File: src/rtl/arq_gbn_tx_buffer.sv
// Go-back-N ARQ transmit buffer: DEPTH-entry frame store with a sliding send window,
// cumulative ACK, NACK rewind, timeout retransmission and a per-frame retry limit.
module arq_gbn_tx_buffer #(
    parameter int DATA_W    = 4,
    parameter int DEPTH     = 8,
    parameter int WINDOW    = 4,
    parameter int TIMEOUT   = 16,
    parameter int MAX_RETRY = 3,
    localparam int PW       = $clog2(DEPTH) + 1
) (
    input  logic              clk,
    input  logic              rst,
    input  logic              wr_en,
    input  logic [DATA_W-1:0] wr_data,
    output logic              full,
    output logic              overflow,
    output logic              tx_valid,
    input  logic              tx_ready,
    output logic [DATA_W-1:0] tx_data,
    output logic [PW-1:0]     tx_seq,
    input  logic              ack_valid,
    input  logic              ack_nack,
    input  logic [PW-1:0]     ack_seq,
    output logic [PW-1:0]     count,
    output logic              retry_err
);
    localparam int AW = PW - 1;
    localparam int TW = $clog2(TIMEOUT);
    localparam int RW = $clog2(MAX_RETRY + 2);
    localparam logic [PW-1:0] DEPTH_P    = PW'(DEPTH);
    localparam logic [PW-1:0] WINDOW_P   = PW'(WINDOW);
    localparam logic [TW-1:0] TIMER_LAST = TW'(TIMEOUT - 1);
    localparam logic [RW-1:0] RETRY_LAST = RW'(MAX_RETRY);

    logic [DATA_W-1:0] mem [DEPTH];
    logic [PW-1:0]     base;
    logic [PW-1:0]     nxt;
    logic [PW-1:0]     wr;
    logic [TW-1:0]     timer;
    logic [RW-1:0]     retry;

    logic [PW-1:0]     in_flight;
    logic [PW-1:0]     resp_off;
    logic              wr_fire;
    logic              tx_fire;
    logic              resp_hit;
    logic              ack_hit;
    logic              nack_hit;
    logic              timeout_hit;

    logic [PW-1:0]     base_n;
    logic [PW-1:0]     nxt_n;
    logic [TW-1:0]     timer_n;
    logic [RW-1:0]     retry_n;
    logic [PW-1:0]     rewind_to;
    logic              bump;
    logic              drop;

    // All window tests use modular distances from base so sequence wrap is seamless.
    assign count     = wr - base;
    assign in_flight = nxt - base;
    assign resp_off  = ack_seq - base;
    assign full      = (count == DEPTH_P);
    assign tx_valid  = (nxt != wr) && (in_flight < WINDOW_P);
    assign tx_seq    = nxt;
    assign tx_data   = tx_valid ? mem[nxt[AW-1:0]] : '0;

    assign wr_fire     = wr_en && !full;
    assign tx_fire     = tx_valid && tx_ready;
    assign resp_hit    = ack_valid && (resp_off < in_flight);
    assign ack_hit     = resp_hit && !ack_nack;
    assign nack_hit    = resp_hit && ack_nack;
    assign timeout_hit = !resp_hit && (nxt != base) && (timer == TIMER_LAST);

    always_comb begin
        base_n    = base;
        nxt_n     = nxt;
        timer_n   = timer;
        retry_n   = retry;
        rewind_to = base;
        bump      = 1'b1;
        drop      = 1'b0;

        if (tx_fire) begin
            nxt_n = nxt + PW'(1);
        end

        if (ack_hit) begin
            base_n  = ack_seq + PW'(1);
            retry_n = '0;
            timer_n = '0;
        end else if (nack_hit || timeout_hit) begin
            // A rewind counts against the retry budget only when it lands on the current base.
            rewind_to = nack_hit ? ack_seq : base;
            bump      = !nack_hit || (ack_seq == base);
            timer_n   = '0;
            if (bump && (retry == RETRY_LAST)) begin
                drop    = 1'b1;
                base_n  = base + PW'(1);
                nxt_n   = base + PW'(1);
                retry_n = '0;
            end else begin
                base_n  = rewind_to;
                nxt_n   = rewind_to;
                retry_n = bump ? retry + RW'(1) : '0;
            end
        end else if (nxt != base) begin
            timer_n = timer + TW'(1);
        end else begin
            timer_n = '0;
        end
    end

    always_ff @(posedge clk or posedge rst) begin
        if (rst) begin
            base      <= '0;
            nxt       <= '0;
            wr        <= '0;
            timer     <= '0;
            retry     <= '0;
            overflow  <= 1'b0;
            retry_err <= 1'b0;
        end else begin
            base      <= base_n;
            nxt       <= nxt_n;
            timer     <= timer_n;
            retry     <= retry_n;
            retry_err <= drop;
            if (wr_fire) begin
                wr <= wr + PW'(1);
            end
            if (wr_en && full) begin
                overflow <= 1'b1;
            end
        end
    end

    // Frame storage is deliberately left uncleared by reset.
    always_ff @(posedge clk) begin
        if (wr_fire) begin
            mem[wr[AW-1:0]] <= wr_data;
        end
    end

endmodule

File: config.mk
export PLATFORM = sky130hd
export DESIGN_NAME = arq_gbn_tx_buffer
export DESIGN_NICKNAME = d
export VERILOG_FILES = /design/src/rtl/arq_gbn_tx_buffer.sv
export SDC_FILE = /design/constraint.sdc
export NUM_CORES = 1
export LEC_CHECK = 0
export BUFFER_PORTS_ARGS = -buffer_cell sky130_fd_sc_hd__clkbuf_2
export CAP_MARGIN = 10
export CORE_ASPECT_RATIO = 0.75
export CORE_MARGIN = 4
export CORE_UTILIZATION = 35
export CTS_CLUSTER_SIZE = 24
export DETAILED_ROUTE_END_ITERATION = 7
export GPL_ROUTABILITY_DRIVEN = 0
export PLACE_DENSITY = 0.64
export RECOVER_POWER = 100
export SYNTH_ARGS = -nofsm -noshare
export SYNTH_HDL_FRONTEND = slang
export SYNTH_SLANG_ARGS = --single-unit
export TNS_END_PERCENT = 20
File: constraint.sdc
create_clock -name clk -period 4.7 [get_ports clk]
set_input_delay 0.94 -clock clk [delete_from_list [all_inputs] [get_ports clk]]
set_output_delay 0.94 -clock clk [all_outputs]
set_load 0.005 [all_outputs]
==> impl_metrics.env, run 1 <==
export IMPL_grt_pass1_wl_um=9660
export IMPL_cp_cell_sequence="inv_1, ha_1, nand3b_1, and3_1, or2_2, ha_1, o211ai_1, o211a_1, and2_0, a21oi_1, nor4_1, a221o_1"
export IMPL_synth_top_cell_area_share_pct=32.3
export IMPL_worst_path_most_repeated_cell="ha_1"
export IMPL_postCtsSetupRepairBufs=0
export IMPL_fin_crit_ps=3960
export IMPL_syn_inst=235
export IMPL_worstPathArrival_ps=4130
export IMPL_status="finished clean"
export IMPL_via_per_inst=5.13
export IMPL_synth_main_ff_cell="edfxtp_1"
export IMPL_finalMaxSlewViolations=0
export IMPL_power_density_mw_per_mm2=753
export IMPL_syn_area_mm2=0.00298
export IMPL_fp_dieW_um=114
export IMPL_rsz0062_at_grt="no"
export IMPL_wl_met3_um=308
export IMPL_utilization_pct=41.2
export IMPL_placed_cells=362
export IMPL_drt_wl_total_um=5840
export IMPL_post_route_period_util_pct=84.2
export IMPL_synthToLayoutAreaGrowth_pct=11.9
export IMPL_avgSynthCellArea_um2=12.7
export IMPL_insertion_delay_ps=290
export IMPL_layout_cells_non_filler=370
export IMPL_yosysTopAreaCell="edfxtp_1"
export IMPL_num_vias=1898
export IMPL_synth_cell_type_count=50
export IMPL_cap_violations=0
export IMPL_ys_top_cells_by_area="edfxtp_1 32%, dfrtp_1 18%, ha_1 8.0%, mux4_2 6.1%, xor2_1 3.5%"
export IMPL_cp_start_kind="flip-flop"
export IMPL_grt_max_degree=22
export IMPL_clockBufferDepth=2
export IMPL_ir_worst_vdd_v=0.000346
export IMPL_fp_dieArea_mm2=0.0101
export IMPL_critPathCaptureType="flip-flop"
export IMPL_synth_most_common_cell="edfxtp_1"
export IMPL_setup_viol=0
export IMPL_finalHoldViolCount=0
export IMPL_cts_resized_gates=0
export IMPL_port_buffer_count=29
export IMPL_overflow=0
export IMPL_wl_met1_um=2930
export IMPL_routed_top_layer="met4"
export IMPL_fmax_ghz=0.253
export IMPL_cts_hold_buffers=0
export IMPL_cp_slowest_stage_delay_ps=690
export IMPL_crit_required_ps=4870
export IMPL_initial_utilization_pct=36.8
export IMPL_slew_limit_headroom_pct=26.8
export IMPL_dr_pass1_iters=4
export IMPL_yosys_top_cells_count="32 x edfxtp_1, 21 x dfrtp_1, 21 x inv_1"
export IMPL_tns_ps=0
export IMPL_wl_per_cell_um=15.8
export IMPL_fin_nets=300
export IMPL_antenna_found_initial=0
export IMPL_ys_ff_latch=53
export IMPL_dp_hpwl_um=4500
export IMPL_grt_usage_pct=12.4
export IMPL_fin_skew_ps=5.39
export IMPL_synth_fp_nets=271
export IMPL_htreeDepth=2
export IMPL_ctsRootBufferMaster="clkbuf_16"
export IMPL_async_flop_share_pct=39.6
export IMPL_antenna_cells=0
export IMPL_numCtsBuffers=5
export IMPL_final_antenna_net_count=0
export IMPL_yosys_warnings=0
export IMPL_p_leak_nw=1.35
export IMPL_met2WireLength_um=2540
export IMPL_critPathMaxFanout=10
export IMPL_hold_ws_ps=467
export IMPL_crit_slowest_cell="a21oi_1"
export IMPL_power_w=0.00251
export IMPL_seq_area_frac_synth_pct=49.9
export IMPL_drt_iter0_markers=169
export IMPL_synth_edf_count=32
export IMPL_cts_tree="yes"
export IMPL_ios=30
export IMPL_drc=0
export IMPL_clkTransAtPathRegs_ps=70
export IMPL_drive_gt1_share_pct=17.4
export IMPL_clock_sinks=53
export IMPL_worstHoldPathType="reg -> reg"
export IMPL_fp_dieH_um=87.9
export IMPL_first_global_vias=1828
export IMPL_path_class="reg -> reg"
export IMPL_tightest_slew_ps=1080
export IMPL_core_area_mm2=0.00809
export IMPL_rows=28
[stage by stage]
stage               setup slack, ps  area [µm²]
detailed placement              899        3220
global placement               1020        3220
global route                    490        3330
finish                          744        3330
floorplan                      1270        2980
CTS                            1170        3370
[metal layers]
metal	global-route usage, %	up-vias
met5	0	-
met4	3.99	0
met3	1.86	4
met2	18.0	61
met1	18.8	918
li1	-	915
[power by group]
part / switching [W] / internal (W) / total (W)
Combinational: 0.000755 / 0.000599 / 0.00135
Sequential: 0.000156 / 0.000627 / 0.000783
Clock: 0.000171 / 0.000201 / 0.000372
Total: 0.00108 / 0.00143 / 0.00251
[flip-flops by register name, summed over array words and instances (netlist names)]
signal and cells:
base 4, mem 32, overflow 1, retry 3, retry_err 1, timer 4, tx_seq 4, wr 4
[cell usage in the layout (no fill, tap or decap), drive strengths merged, types with 3 or more instances in the layout]
cell type  Yosys  routed
mux2i          7       7
mux4           8       8
nor2          15      15
clkbuf         5      34
a21oi          7       7
inv           21      22
or2            3       3
o211ai         5       5
dfrtp         21      21
and3           3       3
a21o           3       3
xor2          12      12
o21ai          8       8
nand3          5       5
ha            19      19
edfxtp        32      32
nor3           5       5
xnor2         10      10
fa             3       3
nor4           3       3
nand2         12      12
[worst paths after layout]
check | start | end | slack [ps] | cells past startpoint
hold reg to reg | overflow | overflow | 470 | 1
setup / recovery | base[1] | base[2] | 740 | 12
max in group asynchronous | rst | wr[2] | 3390 | 2
setup reg to reg | base[1] | base[2] | 740 | 12
min in group asynchronous | rst | retry[1] | 790 | 2
hold / removal | overflow | overflow | 470 | 1
[kinds of logic (layout without fill, tap and decap cells)]
kind of cell | Yosys count | count (layout) | share of synthesized area, %
multiplexers | 17 | 17 | 9.29
adder cells (fa/ha/maj) | 22 | 22 | 10.0
flip-flops | 53 | 53 | 49.9
buffers and inverters | 29 | 59 | 3.99
AO/OA/AOI/OAI | 34 | 34 | 9.00
XOR/XNOR | 22 | 22 | 7.10
AND/OR/NAND/NOR | 58 | 58 | 10.7
[final cells by class]
| class | instances | area (µm²) |
|---|---|---|
| Timing Repair Buffer | 30 | 139 |
| Multi-Input combinational cell | 153 | 1340 |
| Fill cell | 772 | 4760 |
| Sequential cell | 53 | 1490 |
| Clock inverter | 3 | 26.3 |
| Clock buffer | 5 | 125 |
| Tap cell | 105 | 131 |
| Inverter | 21 | 78.8 |
[critical path: cells and delay by family (launching register included)]
kind                     cells  cell delay, ps
adder cells (fa/ha/maj)      2             630
flip-flops                   1             520
AND/OR/NAND/NOR              5            1040
AO/OA/AOI/OAI                4            1410
buffers and inverters        1             230
No activity file was read; power rests on OpenSTA's default activity.
==> run 2: changes to the inputs <==
==> constraint.sdc (replaced) <==
create_clock -name clk -period 4 [get_ports clk]
set_input_delay 0.8 -clock clk [delete_from_list [all_inputs] [get_ports clk]]
set_output_delay 0.8 -clock clk [all_outputs]
set_load 0.005 [all_outputs]
==> impl_metrics.env, run 2 (synthesis results as in run 1) <==
export IMPL_critPathMaxFanout=14
export IMPL_drt_iter0_markers=171
export IMPL_port_buffer_count=29
export IMPL_routed_top_layer="met4"
export IMPL_via_per_inst=5.06
export IMPL_cp_slowest_stage_delay_ps=640
export IMPL_initial_utilization_pct=36.8
export IMPL_synthToLayoutAreaGrowth_pct=12.8
export IMPL_cts_hold_buffers=0
export IMPL_setup_viol=0
export IMPL_p_switching_w=0.00128
export IMPL_dr_pass1_iters=4
export IMPL_ctsRootBufferMaster="clkbuf_16"
export IMPL_finalHoldViolCount=0
export IMPL_grt_usage_pct=12.8
export IMPL_layout_commonest_cell="edfxtp_1"
export IMPL_worstHoldPathType="reg -> reg"
export IMPL_cap_violations=0
export IMPL_htreeDepth=2
export IMPL_wl_met1_um=2990
export IMPL_swShare_pct=43.1
export IMPL_rrSetupSlack_ps=470
export IMPL_status="finished clean"
export IMPL_path_class="reg -> reg"
export IMPL_critical_path_buf_inv_count=2
export IMPL_clockBufferDepth=2
export IMPL_insertion_delay_ps=290
export IMPL_first_global_vias=1910
export IMPL_tns_ps=0
export IMPL_antenna_cells=0
export IMPL_antenna_found_initial=0
export IMPL_grt_max_degree=22
export IMPL_slew_limit_headroom_pct=26.4
export IMPL_ir_worst_vdd_v=0.000361
export IMPL_rows=28
export IMPL_drc=0
export IMPL_cp_cell_sequence="clkbuf_1, fa_1, inv_1, ha_1, o211ai_1, o211a_1, and2_0, a21oi_4, nor4_1, a221o_1"
export IMPL_power_w=0.00297
export IMPL_cts_resized_gates=0
export IMPL_cpLargestDelayFamily="simple AND/OR/NAND/NOR gates"
export IMPL_fin_crit_ps=3530
export IMPL_final_antenna_net_count=0
export IMPL_overflow=0
export IMPL_postCtsSetupRepairBufs=0
export IMPL_clock_sinks=53
export IMPL_worstPathArrival_ps=3750
export IMPL_wl_per_cell_um=15.5
export IMPL_crit_slowest_cell="clkbuf_1"
export IMPL_clkPwrFrac_pct=14.7
export IMPL_final_cell_mix="32 x edfxtp_1, 21 x inv_1, 21 x dfrtp_1, 19 x ha_1, 19 x clkbuf_2"
export IMPL_finalMaxSlewViolations=0
export IMPL_num_vias=1903
export IMPL_p_seq_share_pct=29.2
export IMPL_met2WireLength_um=2560
export IMPL_p_int_w=0.00169
export IMPL_fin_nets=306
export IMPL_p_leak_nw=1.36
export IMPL_critPathCaptureType="flip-flop"
export IMPL_drive_gt1_share_pct=17.3
export IMPL_grt_pass1_wl_um=10100
export IMPL_dp_hpwl_um=4460
export IMPL_power_density_mw_per_mm2=885
export IMPL_fmax_ghz=0.284
export IMPL_core_area_mm2=0.00809
export IMPL_clkTransAtPathRegs_ps=70
export IMPL_cts_tree="yes"
export IMPL_largest_reg_flops=32
export IMPL_post_route_period_util_pct=88.1
export IMPL_fin_skew_ps=4.04
export IMPL_numCtsBuffers=5
export IMPL_tightest_slew_ps=1090
export IMPL_fp_dieH_um=87.9
export IMPL_combinationalPowerShare_pct=56.0
export IMPL_cp_start_kind="flip-flop"
export IMPL_fp_dieW_um=114
export IMPL_fp_dieArea_mm2=0.0101
export IMPL_rsz0062_at_grt="no"
export IMPL_drt_wl_total_um=5830
export IMPL_ios=30
export IMPL_crit_required_ps=4230
export IMPL_wl_met3_um=208
## run 2: cell types whose count changed in the layout (fill, tap and decap cells not counted), sizes merged
cell | before | now
clkbuf | 34 | 40
## run 2: worst paths after layout
path / start / endpoint / cells after the start
max: tx_seq[1] / base[2] / 10
min: timer[0] / timer[0] / 1
max reg2reg: tx_seq[1] / base[2] / 10
min reg2reg: timer[0] / timer[0] / 1
max in group asynchronous: rst / wr[3] / 2
min in group asynchronous: rst / retry[0] / 2
## run 2: final cells by class
class | count | area, µm²
sequential | 53 | 1490
clock buffer | 5 | 125
tap | 105 | 131
timing repair buffer | 36 | 163
clock inverter | 3 | 26.3
inverter | 21 | 78.8
fill | 764 | 4740
multi-input combinational | 153 | 1350
## run 2: power groups by stage
stage | clock, W | combinational, W | sequential [W]
detailed placement | 0 | 0.00175 | 0.000882
floorplan | 0 | 0.00130 | 0.000832
global route | 0.000474 | 0.00190 | 0.000889
CTS | 0.000447 | 0.00177 | 0.000868
finish | 0.000438 | 0.00166 | 0.000869
global placement | 0 | 0.00172 | 0.000877
## run 2: through the flow
step / instances / hold slack, ps / utilization, % / setup WS (ps) / area [µm²]
2_1_floorplan: 235 / 431 / - / 684 / 2980
3_3_place_gp: 368 / 446 / 40.4 / 436 / 3270
3_5_place_dp: 368 / 449 / 40.4 / 377 / 3270
4_1_cts: 376 / 470 / 42.2 / 619 / 3420
5_1_grt: 376 / 497 / 41.5 / 184 / 3360
6_report: 376 / 465 / 41.5 / 475 / 3360
## run 2: routing by layer
layer  track usage, %  vias to the layer above
met3             2.35                        6
li1                 -                      929
met2             18.4                       40
met1             19.7                      928
met4             3.45                        0
met5                0                        -
